$ cat src/rtl/traffic_pkg.sv
// traffic_pkg: phase encoding and per-approach lamp decode shared by the traffic controller files
package traffic_pkg;

   localparam logic [1:0] PH_GREEN  = 2'd0;
   localparam logic [1:0] PH_YELLOW = 2'd1;
   localparam logic [1:0] PH_ALLRED = 2'd2;

   // one approach's lamps as {red, yellow, green}; only the owning approach can leave red
   function automatic logic [2:0] lamp_decode(input logic [1:0] ph, input logic own);
      return (own && ph == PH_GREEN)  ? 3'b001 :
             (own && ph == PH_YELLOW) ? 3'b010 : 3'b100;
   endfunction

endpackage

$ cat src/rtl/traffic_light_controller_nway_rr_way_select.sv
// rr_way_select: combinational circular priority scan, first requesting way at or after start
module rr_way_select #(
   parameter int NUM_WAYS = 4
) (
   input  logic [NUM_WAYS-1:0]         req,
   input  logic [$clog2(NUM_WAYS)-1:0] start,
   output logic [$clog2(NUM_WAYS)-1:0] grant,
   output logic                        any_req
);

   localparam int W = $clog2(NUM_WAYS);

   logic [W-1:0] idx;

   // walk from the farthest candidate back to start so the nearest requester wins
   always_comb begin
      grant   = start;
      any_req = |req;
      idx     = '0;
      for (int k = NUM_WAYS - 1; k >= 0; k--) begin
         idx = W'((int'(start) + k) % NUM_WAYS);
         if (req[idx]) grant = idx;
      end
   end

endmodule

$ cat src/rtl/traffic_light_controller_nway.sv
// traffic_light_controller_nway: round-robin N-approach signal controller; EMERGENCY_PREEMPT_EN adds emergency preemption
module traffic_light_controller_nway
   import traffic_pkg::*;
#(
   parameter int NUM_WAYS    = 4,
   parameter int TIMER_W     = 8,
   parameter int MIN_GREEN   = 5,
   parameter int MAX_GREEN   = 20,
   parameter int YELLOW_TIME = 2,
   parameter int ALLRED_TIME = 1
) (
   input  logic                        clk,
   input  logic                        reset,
   input  logic [NUM_WAYS-1:0]         sense,
`ifdef EMERGENCY_PREEMPT_EN
   input  logic                        emerg_req,
   input  logic [$clog2(NUM_WAYS)-1:0] emerg_way,
`endif
   output logic [NUM_WAYS-1:0]         red,
   output logic [NUM_WAYS-1:0]         yellow,
   output logic [NUM_WAYS-1:0]         green,
   output logic [$clog2(NUM_WAYS)-1:0] active_way,
   output logic [1:0]                  phase
);

   localparam int W = $clog2(NUM_WAYS);
   localparam logic [TIMER_W-1:0] min_lim = TIMER_W'(MIN_GREEN - 1);
   localparam logic [TIMER_W-1:0] max_lim = TIMER_W'(MAX_GREEN - 1);
   localparam logic [TIMER_W-1:0] yel_lim = TIMER_W'(YELLOW_TIME - 1);
   localparam logic [TIMER_W-1:0] red_lim = TIMER_W'(ALLRED_TIME - 1);

   if (NUM_WAYS < 2 || MIN_GREEN < 1 || MAX_GREEN < MIN_GREEN || YELLOW_TIME < 1 ||
       ALLRED_TIME < 1 || MAX_GREEN >= 2**TIMER_W || YELLOW_TIME >= 2**TIMER_W ||
       ALLRED_TIME >= 2**TIMER_W) begin : g_param_err
      $error("traffic_light_controller_nway: illegal parameter set");
   end

   logic [TIMER_W-1:0]  cnt;
   logic [W-1:0]        target;
   logic [W-1:0]        start;
   logic [W-1:0]        grant;
   logic [W-1:0]        next_target;
   logic [NUM_WAYS-1:0] others;
   logic                other_req;
   logic                contest_exit;
   logic                green_exit;

   rr_way_select #(.NUM_WAYS(NUM_WAYS)) u_sel (
      .req     (others),
      .start   (start),
      .grant   (grant),
      .any_req (other_req)
   );

   // decide whether the current green ends at this edge and who is served next
   always_comb begin
      others       = sense & ~(NUM_WAYS'(1) << active_way);
      start        = (active_way == W'(NUM_WAYS - 1)) ? '0 : active_way + 1'b1;
      contest_exit = other_req && ((cnt >= min_lim && !sense[active_way]) || cnt >= max_lim);
`ifdef EMERGENCY_PREEMPT_EN
      green_exit   = emerg_req ? (emerg_way != active_way) : contest_exit;
      next_target  = (emerg_req && emerg_way != active_way) ? emerg_way : grant;
`else
      green_exit   = contest_exit;
      next_target  = grant;
`endif
   end

   // phase sequencer: green -> yellow -> all-red -> green on target; cnt restarts on each entry
   always_ff @(posedge clk or posedge reset) begin
      if (reset) begin
         phase      <= PH_GREEN;
         active_way <= '0;
         cnt        <= '0;
         target     <= '0;
      end else if (phase == PH_GREEN && green_exit) begin
         phase  <= PH_YELLOW;
         target <= next_target;
         cnt    <= '0;
      end else if (phase == PH_YELLOW && cnt >= yel_lim) begin
         phase <= PH_ALLRED;
         cnt   <= '0;
      end else if (phase == PH_ALLRED && cnt >= red_lim) begin
         phase      <= PH_GREEN;
         active_way <= target;
         cnt        <= '0;
      end else if (phase == 2'd3) begin
         phase <= PH_ALLRED;
         cnt   <= '0;
      end else if (cnt != '1) begin
         cnt <= cnt + 1'b1;
      end
   end

   for (genvar i = 0; i < NUM_WAYS; i++) begin : g_lamp
      assign {red[i], yellow[i], green[i]} = lamp_decode(phase, active_way == W'(i));
   end

endmodule

$ cat config.mk
export PLATFORM = sky130hd
export DESIGN_NAME = traffic_light_controller_nway
export DESIGN_NICKNAME = d
export VERILOG_FILES = /design/src/rtl/traffic_pkg.sv /design/src/rtl/traffic_light_controller_nway_rr_way_select.sv /design/src/rtl/traffic_light_controller_nway.sv
export SDC_FILE = /design/constraint.sdc
export NUM_CORES = 1
export LEC_CHECK = 0
export ABC_AREA = 1
export CAP_MARGIN = 40
export CORE_MARGIN = 2
export CORE_UTILIZATION = 55
export CTS_CLUSTER_SIZE = 10
export DETAILED_ROUTE_END_ITERATION = 16
export PLACE_DENSITY_LB_ADDON = 0.08
export SYNTH_ARGS = -nofsm -noshare
export SYNTH_HDL_FRONTEND = slang
export SYNTH_HIERARCHICAL = 1
export SYNTH_SLANG_ARGS = --single-unit
$ cat constraint.sdc
create_clock -name clk -period 4.8 [get_ports clk]
set_input_delay 0.48 -clock clk [delete_from_list [all_inputs] [get_ports clk]]
set_output_delay 0.48 -clock clk [all_outputs]
set_load 0.1 [all_outputs]
# Word level (Yosys, flattened, before mapping)
# Index checks and enable logic that the tools add are counted.
# Widths: inputs -> output; s select.
# classes
add_sub_neg,5
n_lt_le_gt_ge,9
n_eq_ne,7
n_shift,1
n_mux,32
bitwise,4
reduce_logical,21
# ops
op,count
$mux 8,5
$mux 3,8
$mux 2,9
$ge 8x1->1 const B,2
$lt 2x3->1 const B,5
$logic_and 1x1->1,13
$bmux 1 s2,5
$add 8x1->8 const B,1
$eq 2x2->1 const B,4
$ge 8x3->1 const B,1
$ge 8x5->1 const B,1
$ne 8x8->1 const B,1
$mux 1,5
$reduce_bool 5->1,1
$add 2x1->2 const B,2
$add 2x2->2 const B,2
$and 4x4->4,1
$eq 2x1->1 const B,2
$logic_not 2->1,2
$not 4->4,1
$reduce_bool 4->1,1
$reduce_or 4->1,1
$shl 1x2->4 const A,1
$reduce_and 3->1,1
other kinds (3),4
# totals
reg_bits,14
input_bits,6
out_inout_bits,16
elab_cells,83

# Depth between registers and ports, before layout
# Gate-level depths: netlist of run 1.
# depth
ltp_word,9
mapped_depth,15
ltp_nobuf,15

# By module
# The synthesis of run 1 kept the hierarchy.
# by_module_without_submodules
mod,instances,cells_per_inst,area_per_inst_um2,seq_area_each_um2
traffic_light_controller_nway,1,139,1043.5,350.3
rr_way_select,1,50,217.7,0.0

# Worst setup path before layout of run 1
# No wires, ideal clock.
# synth_timing
path_kind,register -> output
from,reg phase[0]
to,out yellow[0]
t_arrival_ns,2.662
required_ns,4.320
setup_slack_ns,1.658
path_stages_with_launch,3
path_buffers,0
cell_sequence,dfrtp_1 nand2_1 nor2_1
# synth_via
elab_chain_cells,4
word_cells_on_any_way,6
cone_classes,eq/ne: 1; mux: 2; reduce/logical: 3
# synth_rtl
item,line,text
"start, declared",traffic_light_controller_nway.sv:23,output logic [1:0] phase
"start signal, assigned",traffic_light_controller_nway.sv:72,phase <= PH_GREEN;
"start signal, assigned",traffic_light_controller_nway.sv:77,phase <= PH_YELLOW;
"start signal, assigned",traffic_light_controller_nway.sv:81,phase <= PH_ALLRED;
$eq 2x1->1,traffic_pkg.sv:11,(own && ph == PH_YELLOW) ? 3'b010 : 3'b100;
$logic_and 1x1->1,traffic_pkg.sv:11,
$mux 3,traffic_pkg.sv:11,
$mux 3 (*),traffic_pkg.sv:10,return (own && ph == PH_GREEN) ? 3'b001 :
"end, declared",traffic_light_controller_nway.sv:20,"output logic [NUM_WAYS-1:0] yellow,"
# Mark *: on every way between the ends. The rest lies on a longest branch, timed or not.

# Worst setup path after layout of run 1
# layout_timing
from,reg phase[0]
to,out green[2]
# layout_via
elab_chain_cells,3
# layout_rtl
item,line,text
$logic_not 2->1,traffic_pkg.sv:10,
$logic_and 1x1->1,traffic_pkg.sv:10,
$mux 3,traffic_pkg.sv:10,
"end, declared",traffic_light_controller_nway.sv:21,"output logic [NUM_WAYS-1:0] green,"
# Every way passes these cells.

==> results of run 1 <==
[how the worst min path moves through the flow]
stage / cells past startpoint / start / to
detailed placement: 2 / target[0] / target[0]
global route: 2 / target[0] / target[0]
floorplan: 1 / reset / active_way[0]
global placement: 2 / target[1] / target[1]
CTS: 2 / target[0] / target[0]
finish: 2 / target[0] / target[0]
[critical path, cell delays in order (launching register included)]
cell	delay (ns)
dfrtp_1	0.44
or2_1	0.42
nor2_1	0.20
clkdlybuf4s50_1	0.57
buf_8	0.21
[cell usage after synthesis]
master,instances
or2_1,1
dfrtp_1,14
nor2_2,11
xor2_1,1
nand2_4,2
inv_1,32
nor2_4,1
a21oi_1,7
o31ai_1,1
nor2_1,16
inv_6,1
nor2_8,1
ha_1,8
buf_6,2
inv_2,4
nand2_1,50
nand4_1,2
o21ai_1,4
nand3_1,15
nor3_2,1
nand2_2,6
o21ai_0,7
a21oi_4,1
nand3_2,1
[per-layer routing]
metal / vias up / part of all wire / GRT usage
li1: 652 / - / -
met1: 583 / 0.37 / 0.2523
met2: 53 / 0.54 / 0.5105
met3: 16 / 0.046 / 0.03736
met4: 0 / 0.039 / 0.1535
met5: - / 0 / 0
[registers in the layout, summed over array words and instances, names as in the netlist]
name / cells
cnt: 8
active_way: 2
phase: 2
target: 2
[per-stage QoR]
step / instances / hold slack [ns]
floorplan: 189 / 0.3692
global placement: 236 / 0.4623
detailed placement: 252 / 0.4724
CTS: 255 / 0.4919
global route: 255 / 0.5239
finish: 255 / 0.4843
[final cells by class]
cell class	instances	area share
clock buffer	3	0.01289
inverter	37	0.08238
multi-input combinational	136	0.4262
sequential	14	0.2006
tap	28	0.02006
timing repair buffer	37	0.2579
[cells by family after synthesis]
logic type      after synthesis  synth area share
fa+ha+maj                     8           0.07937
compound gates               20           0.09028
buf+inv                      39            0.1319
flops                        14            0.2778
simple gates                107            0.4137
xor+xnor                      1          0.006946
==> flow_summary.json, run 1 <==
{
  "regArea_um2": 350.3,
  "regToRegStartpoint": "active_way[0]",
  "hold_class": "reg -> reg",
  "setup_slack_ns": 2.188,
  "worstSetupPathType": "reg -> out",
  "cts_tree": "yes",
  "grt_pass1_wl_um": 5168,
  "dpl-instance-area_um2": 1724,
  "synth_area_per_cell_um2": 6.673,
  "place_congestion": 0.8171,
  "diodes": 0,
  "reg2reg_to": "target[0]",
  "cts-root-buf": "clkbuf_4",
  "nets": 243,
  "drcViolationCount": 0,
  "routed_wl_um": 3192,
  "synth_top_area_cell": "dfrtp_1",
  "crit_path_start": "phase[0]",
  "grt_setup_unrepaired": "no",
  "dp_hpwl_um": 2672,
  "ant_nets": 0,
  "die_h_um": 51.89,
  "synth.area.top_cells": "dfrtp_1 28%, nand2_1 15%, inv_1 9.5%, ha_1 7.9%, nand3_1 6.0%",
  "numPortBuffers": 21,
  "post_cts_resized": 0,
  "clk_pin_slew_worst_paths_ns": 0.08,
  "yosysWarnings": 6,
  "postCtsHoldBufs": 0,
  "synth-seq-area-share": 0.2778,
  "grt_max_degree": 15,
  "grt_use_total": 0.2612,
  "cts.sinks": 14,
  "area_growth_syn_to_layout_pct": 38.49,
  "drt_pass1_iterations": 4,
  "clk_path_buf_depth": 2,
  "fmax_mhz": 382.9,
  "fin_skew_ns": 0.003111,
  "grt-ovfl-total": 0,
  "synthCells": 189,
  "final_common_cell": "nand2_1",
  "setup_tns_ns": 0,
  "r2r_cells": 13,
  "hold_viol": 0,
  "numCtsBuffers": 3,
  "dp_slack_ns": 2.510,
  "netlist_area_um2": 1261,
  "final.period_utilization": 0.5442,
  "rows": 17,
  "drtIter0Drc": 22,
  "post-cts-setup-buffers": 0,
  "fillers": 155,
  "via_per_inst": 5.114,
  "regToRegSetupSlack_ns": 2.56,
  "ios": 22,
  "layout_common_cells": "50 x nand2_1, 32 x inv_1, 21 x clkdlybuf4s50_1",
  "drive_gt1_frac": 0.2115,
  "netlist-cell-type-count": 24,
  "status": "complete, no violations",
  "postLayoutCoreUtil": 0.7973,
  "drv_cap": 0,
  "final_cell_area_um2": 1747,
  "dieArea_um2": 2692,
  "endpoint": "green[2]",
  "synth_top_area_share": 0.2778,
  "finalSetupViolations": 0,
  "multi_input_area_um2": 744.5,
  "antenna_found_initial": 0,
  "synth_seq_cells": 14,
  "start_util": 0.5757,
  "synth_fp_nets": 203,
  "crit_path_start_kind": "flip-flop",
  "min_period_ns": 2.612,
  "grt_pass1_vias": 1301,
  "worstPathRequired_ns": 4.32,
  "path_max_fanout": 9,
  "core_area_um2": 2191,
  "tightest_slew_ns": 0.7045,
  "end_kind": "output pin",
  "htreeDepth": 1,
  "vias": 1304,
  "die-width_um": 51.89,
  "insertion_delay_ns": 0.28,
  "finalMaxSlewViolations": 0,
  "worstPathArrival_ns": 2.13,
  "maxSlewHeadroom": 0.5286,
  "wl_per_cell_um": 12.52
}
Power of run 1 is left out: the tool's default activity adds up to more than one toggle a clock period on the data nets, which glitch-free logic cannot reach.
==> run 2, diff against run 1 <==
Settings changed: CORE_UTILIZATION 55 to 47.
Clock period 4.8 ns to 2.2 ns, I/O delays scaled along.
==> run 2 against run 1 <==
  * First-iteration DRC count increased by 23%
  * Global-route usage decreased by 7.7 points
  * Hold slack got worse by 0.22 ns
  * Non-clock buffer count fell by 15
  * Cell count is 4.7% lower
  * Critical path depth unchanged
  * Register-to-register slack got worse by 2.2 ns
  * Routed wire length is 16% lower
==> flow_summary.json, run 2 (synthesis results as in run 1) <==
{
  "status": "complete, no violations",
  "grt_pass1_wl_um": 4671,
  "nets": 228,
  "use_met3": 0.02558,
  "die_h_um": 55.80,
  "antenna_found_initial": 0,
  "crit_path_start_kind": "flip-flop",
  "dieArea_um2": 3114,
  "numCtsBuffers": 3,
  "grt_pass1_vias": 1098,
  "die-width_um": 55.80,
  "postCtsHoldBufs": 0,
  "regArea_um2": 355.3,
  "hold_class": "in -> async",
  "setup_tns_ns": 0,
  "htreeDepth": 1,
  "final_common_cell": "nand2_1",
  "r2r_cells": 14,
  "hold_viol": 0,
  "place_congestion": 0.8181,
  "dp_hpwl_um": 2183,
  "finalSetupViolations": 0,
  "drv_cap": 0,
  "tightest_slew_ns": 0.6269,
  "worstSetupPathType": "reg -> out",
  "busiest_layer": "met2",
  "post_cts_resized": 0,
  "wl_per_cell_um": 11.07,
  "worstPathCellList": "or2_1 > a21oi_1 > inv_1 > buf_12",
  "max_flop_register": "cnt",
  "cts.sinks": 14,
  "drtIter0Drc": 27,
  "start_util": 0.5045,
  "routed_wl_um": 2691,
  "finalMaxSlewViolations": 0,
  "ios": 22,
  "post-cts-setup-buffers": 0,
  "insertion_delay_ns": 0.28,
  "vias": 1192,
  "multi_input_area_um2": 794.5,
  "drive_gt1_frac": 0.2911,
  "cts-root-buf": "clkbuf_4",
  "path_max_fanout": 9,
  "drt_pass1_iterations": 4,
  "min_period_ns": 1.899,
  "via_per_inst": 4.905,
  "numPortBuffers": 21,
  "clk_pin_slew_worst_paths_ns": 0.09,
  "grt_setup_unrepaired": "no",
  "clk_path_buf_depth": 2,
  "final.period_utilization": 0.8631,
  "crit_path_top_delay_cell": "or2_1",
  "largest_register_ffs": 8,
  "fin_skew_ns": 0.003028,
  "grt_use_met1": 0.2243,
  "end_kind": "output pin",
  "layout_common_cells": "50 x nand2_1, 32 x inv_1, 15 x nand3_1",
  "worstPathArrival_ns": 1.68,
  "core_area_um2": 2500,
  "fillers": 211,
  "drcViolationCount": 0,
  "slowest_delay_ns": 0.53,
  "maxSlewHeadroom": 0.5821,
  "worstPathRequired_ns": 1.98,
  "grt_use_total": 0.1842,
  "fmax_mhz": 526.6,
  "ant_nets": 0,
  "grt_max_degree": 15,
  "grtUsageMet2": 0.3350,
  "grt-ovfl-total": 0,
  "area_growth_syn_to_layout_pct": 34.42,
  "cts_tree": "yes",
  "diodes": 0,
  "rows": 18
}
-- run 2: cell types whose count changed in the layout (fill, tap and decap cells not counted) --
cell	delta
buf_8	-16
clkdlybuf4s50_1	-16
buf_12	+12
nor2_1	-8
nor2_4	+6
buf_4	+5
dfrtp_1	-4
dfrtp_2	+4
nor2_2	+2
clkbuf_8	+1
-- run 2: worst paths after layout --
path	start	endpoint	slack [ns]
worst max-delay path	phase[0]	red[3]	0.30
worst min-delay path	reset	target[1]	0.27
worst max register to register	active_way[0]	target[0]	0.41
worst min register to register	target[1]	target[1]	0.49
max in group asynchronous	reset	phase[0]	1.55
min in group clk	target[1]	target[1]	0.49
-- run 2: layout make-up --
type / count / area share
multi-input combinational: 136 / 0.4686
sequential: 14 / 0.2096
timing repair buffer: 22 / 0.1934
inverter: 37 / 0.08487
tap: 30 / 0.02214
clock buffer: 4 / 0.02140
-- run 2: through the flow --
| step | std cells | worst slack (ns) | util | area (µm²) | hold WS (ns) |
|---|---|---|---|---|---|
| final | 243 | 0.3011 | 0.6782 | 1695 | 0.2688 |
| after global routing | 243 | 0.1952 | 0.6782 | 1695 | 0.3407 |
| after CTS | 243 | 0.2834 | 0.6782 | 1695 | 0.2856 |
| after detailed placement | 239 | 0.4344 | 0.6637 | 1659 | 0.4709 |
| after global placement | 239 | 0.4788 | 0.6637 | 1659 | 0.4708 |
| after floorplan | 189 | 0.08175 | - | 1316 | 0.1089 |
-- run 2: routing by layer --
metal / routed length (µm) / share of wire
met5: 0 / 0
met4: 26 / 0.0097
met3: 129 / 0.048
met2: 1392 / 0.52
met1: 1143 / 0.42
-- run 2: worst max-delay path, delay by kind of cell (launching register included) --
family | cells | cell delay, ns
buffers and inverters | 2 | 0.31
AOI/OAI and AO/OA | 1 | 0.14
DFF | 1 | 0.42
and+or+nand+nor | 1 | 0.53
Power of run 2 is left out for the same reason.
==> run 3, diff against run 2 <==
Settings changed: PLACE_DENSITY set to 0.75, PLACE_DENSITY_LB_ADDON 0.08 to not set.
==> run 3 against run 2 <==
  * Design area stayed put
  * Clock-buffer cell count stayed put
  * Via count is 2.4% higher
  * Register-to-register slack worse by 0.05 ns
  * Non-clock buffer count stayed put
  * Utilization stayed put
  * Cell count stayed put
  * Critical path depth stayed put
  * Routed wire length is 3.6% higher
==> flow_summary.json, run 3 (synthesis results as in run 1) <==
{
  "regToRegStartpoint": "active_way[0]",
  "worstPathArrival_ns": 1.69,
  "rows": 18,
  "worstSetupPathType": "reg -> out",
  "setup_tns_ns": 0,
  "nets": 228,
  "routed_wl_um": 2789,
  "postCtsHoldBufs": 0,
  "end_kind": "output pin",
  "ant_nets": 0,
  "insertion_delay_ns": 0.28,
  "status": "complete, no violations",
  "via_per_inst": 5.025,
  "place_congestion": 0.8457,
  "largest_register_ffs": 8,
  "post-cts-setup-buffers": 0,
  "crit_path_start_kind": "flip-flop",
  "drcViolationCount": 0,
  "finalMaxSlewViolations": 0,
  "maxSlewHeadroom": 0.5996,
  "dieArea_um2": 3114,
  "grt_pass1_vias": 1202,
  "r2r_cells": 14,
  "area_growth_syn_to_layout_pct": 34.42,
  "start_util": 0.5045,
  "grt_pass1_wl_um": 4947,
  "min_period_ns": 1.908,
  "ios": 22,
  "diodes": 0,
  "antenna_found_initial": 0,
  "finalSetupViolations": 0,
  "cts_tree": "yes",
  "worstPathRequired_ns": 1.98,
  "tightest_slew_ns": 0.6006,
  "grt_max_degree": 15,
  "post_cts_resized": 0,
  "grt_setup_unrepaired": "no",
  "final_cell_area_um2": 1695,
  "core_area_um2": 2500,
  "wl_per_cell_um": 11.48,
  "dpl-instance-area_um2": 1659,
  "drive_gt1_frac": 0.2911,
  "clk_path_buf_depth": 2,
  "max_flop_register": "cnt",
  "grt_use_total": 0.1941,
  "hold_viol": 0,
  "htreeDepth": 1,
  "crit_path_start": "phase[0]",
  "clk_pin_slew_worst_paths_ns": 0.09,
  "layout_common_cells": "50 x nand2_1, 32 x inv_1, 15 x nand3_1",
  "drt_pass1_iterations": 4,
  "grt-ovfl-total": 0,
  "drtIter0Drc": 28,
  "path_max_fanout": 9,
  "hold_class": "in -> async",
  "numPortBuffers": 21,
  "die_h_um": 55.80,
  "fmax_mhz": 524.1,
  "die-width_um": 55.80,
  "vias": 1221,
  "cts.sinks": 14,
  "final.period_utilization": 0.8674,
  "numCtsBuffers": 3,
  "fin_skew_ns": 0.01029,
  "final_common_cell": "nand2_1",
  "drv_cap": 0,
  "cts-root-buf": "clkbuf_4",
  "dp_hpwl_um": 2288
}
run 3: cell type report:
class / count / area (µm²)
inverter: 37 / 143.9
sequential: 14 / 355.3
tap: 30 / 37.54
fill: 221 / 804.5
timing repair buffer: 22 / 327.8
multi-input combinational: 136 / 794.5
clock buffer: 4 / 36.28
run 3: through the flow:
stage | utilization | hold WS [ns] | instances | worst slack (ns)
2_1_floorplan | - | 0.1089 | 189 | 0.08175
3_3_place_gp | 0.6637 | 0.4612 | 239 | 0.4978
3_5_place_dp | 0.6637 | 0.4685 | 239 | 0.4020
4_1_cts | 0.6782 | 0.2964 | 243 | 0.3026
5_1_grt | 0.6782 | 0.3454 | 243 | 0.1720
6_report | 0.6782 | 0.2727 | 243 | 0.2918
run 3: worst paths after layout:
check	slack, ns	endpoint
setup / recovery	0.29	red[1]
hold reg to reg	0.48	active_way[1]
min in group clk	0.48	active_way[1]
max in group asynchronous	1.53	phase[1]
setup reg to reg	0.36	target[0]
hold / removal	0.27	cnt[5]
run 3: worst max-delay path, cell delays in order, from the launching register on:
cell and delay, ns:
dfrtp_2 0.46, or2_1 0.46, a21oi_1 0.22, inv_1 0.09, buf_12 0.17
run 3: layer usage:
layer	up-vias	part of all wire	wire length [µm]	global-route usage
li1	629	-	-	-
met1	551	0.46	1274	0.2345
met2	37	0.48	1338	0.3537
met3	4	0.051	142	0.03488
met4	0	0.012	34	0.04530
met5	-	0	0	0
Power of run 3 is left out for the same reason.
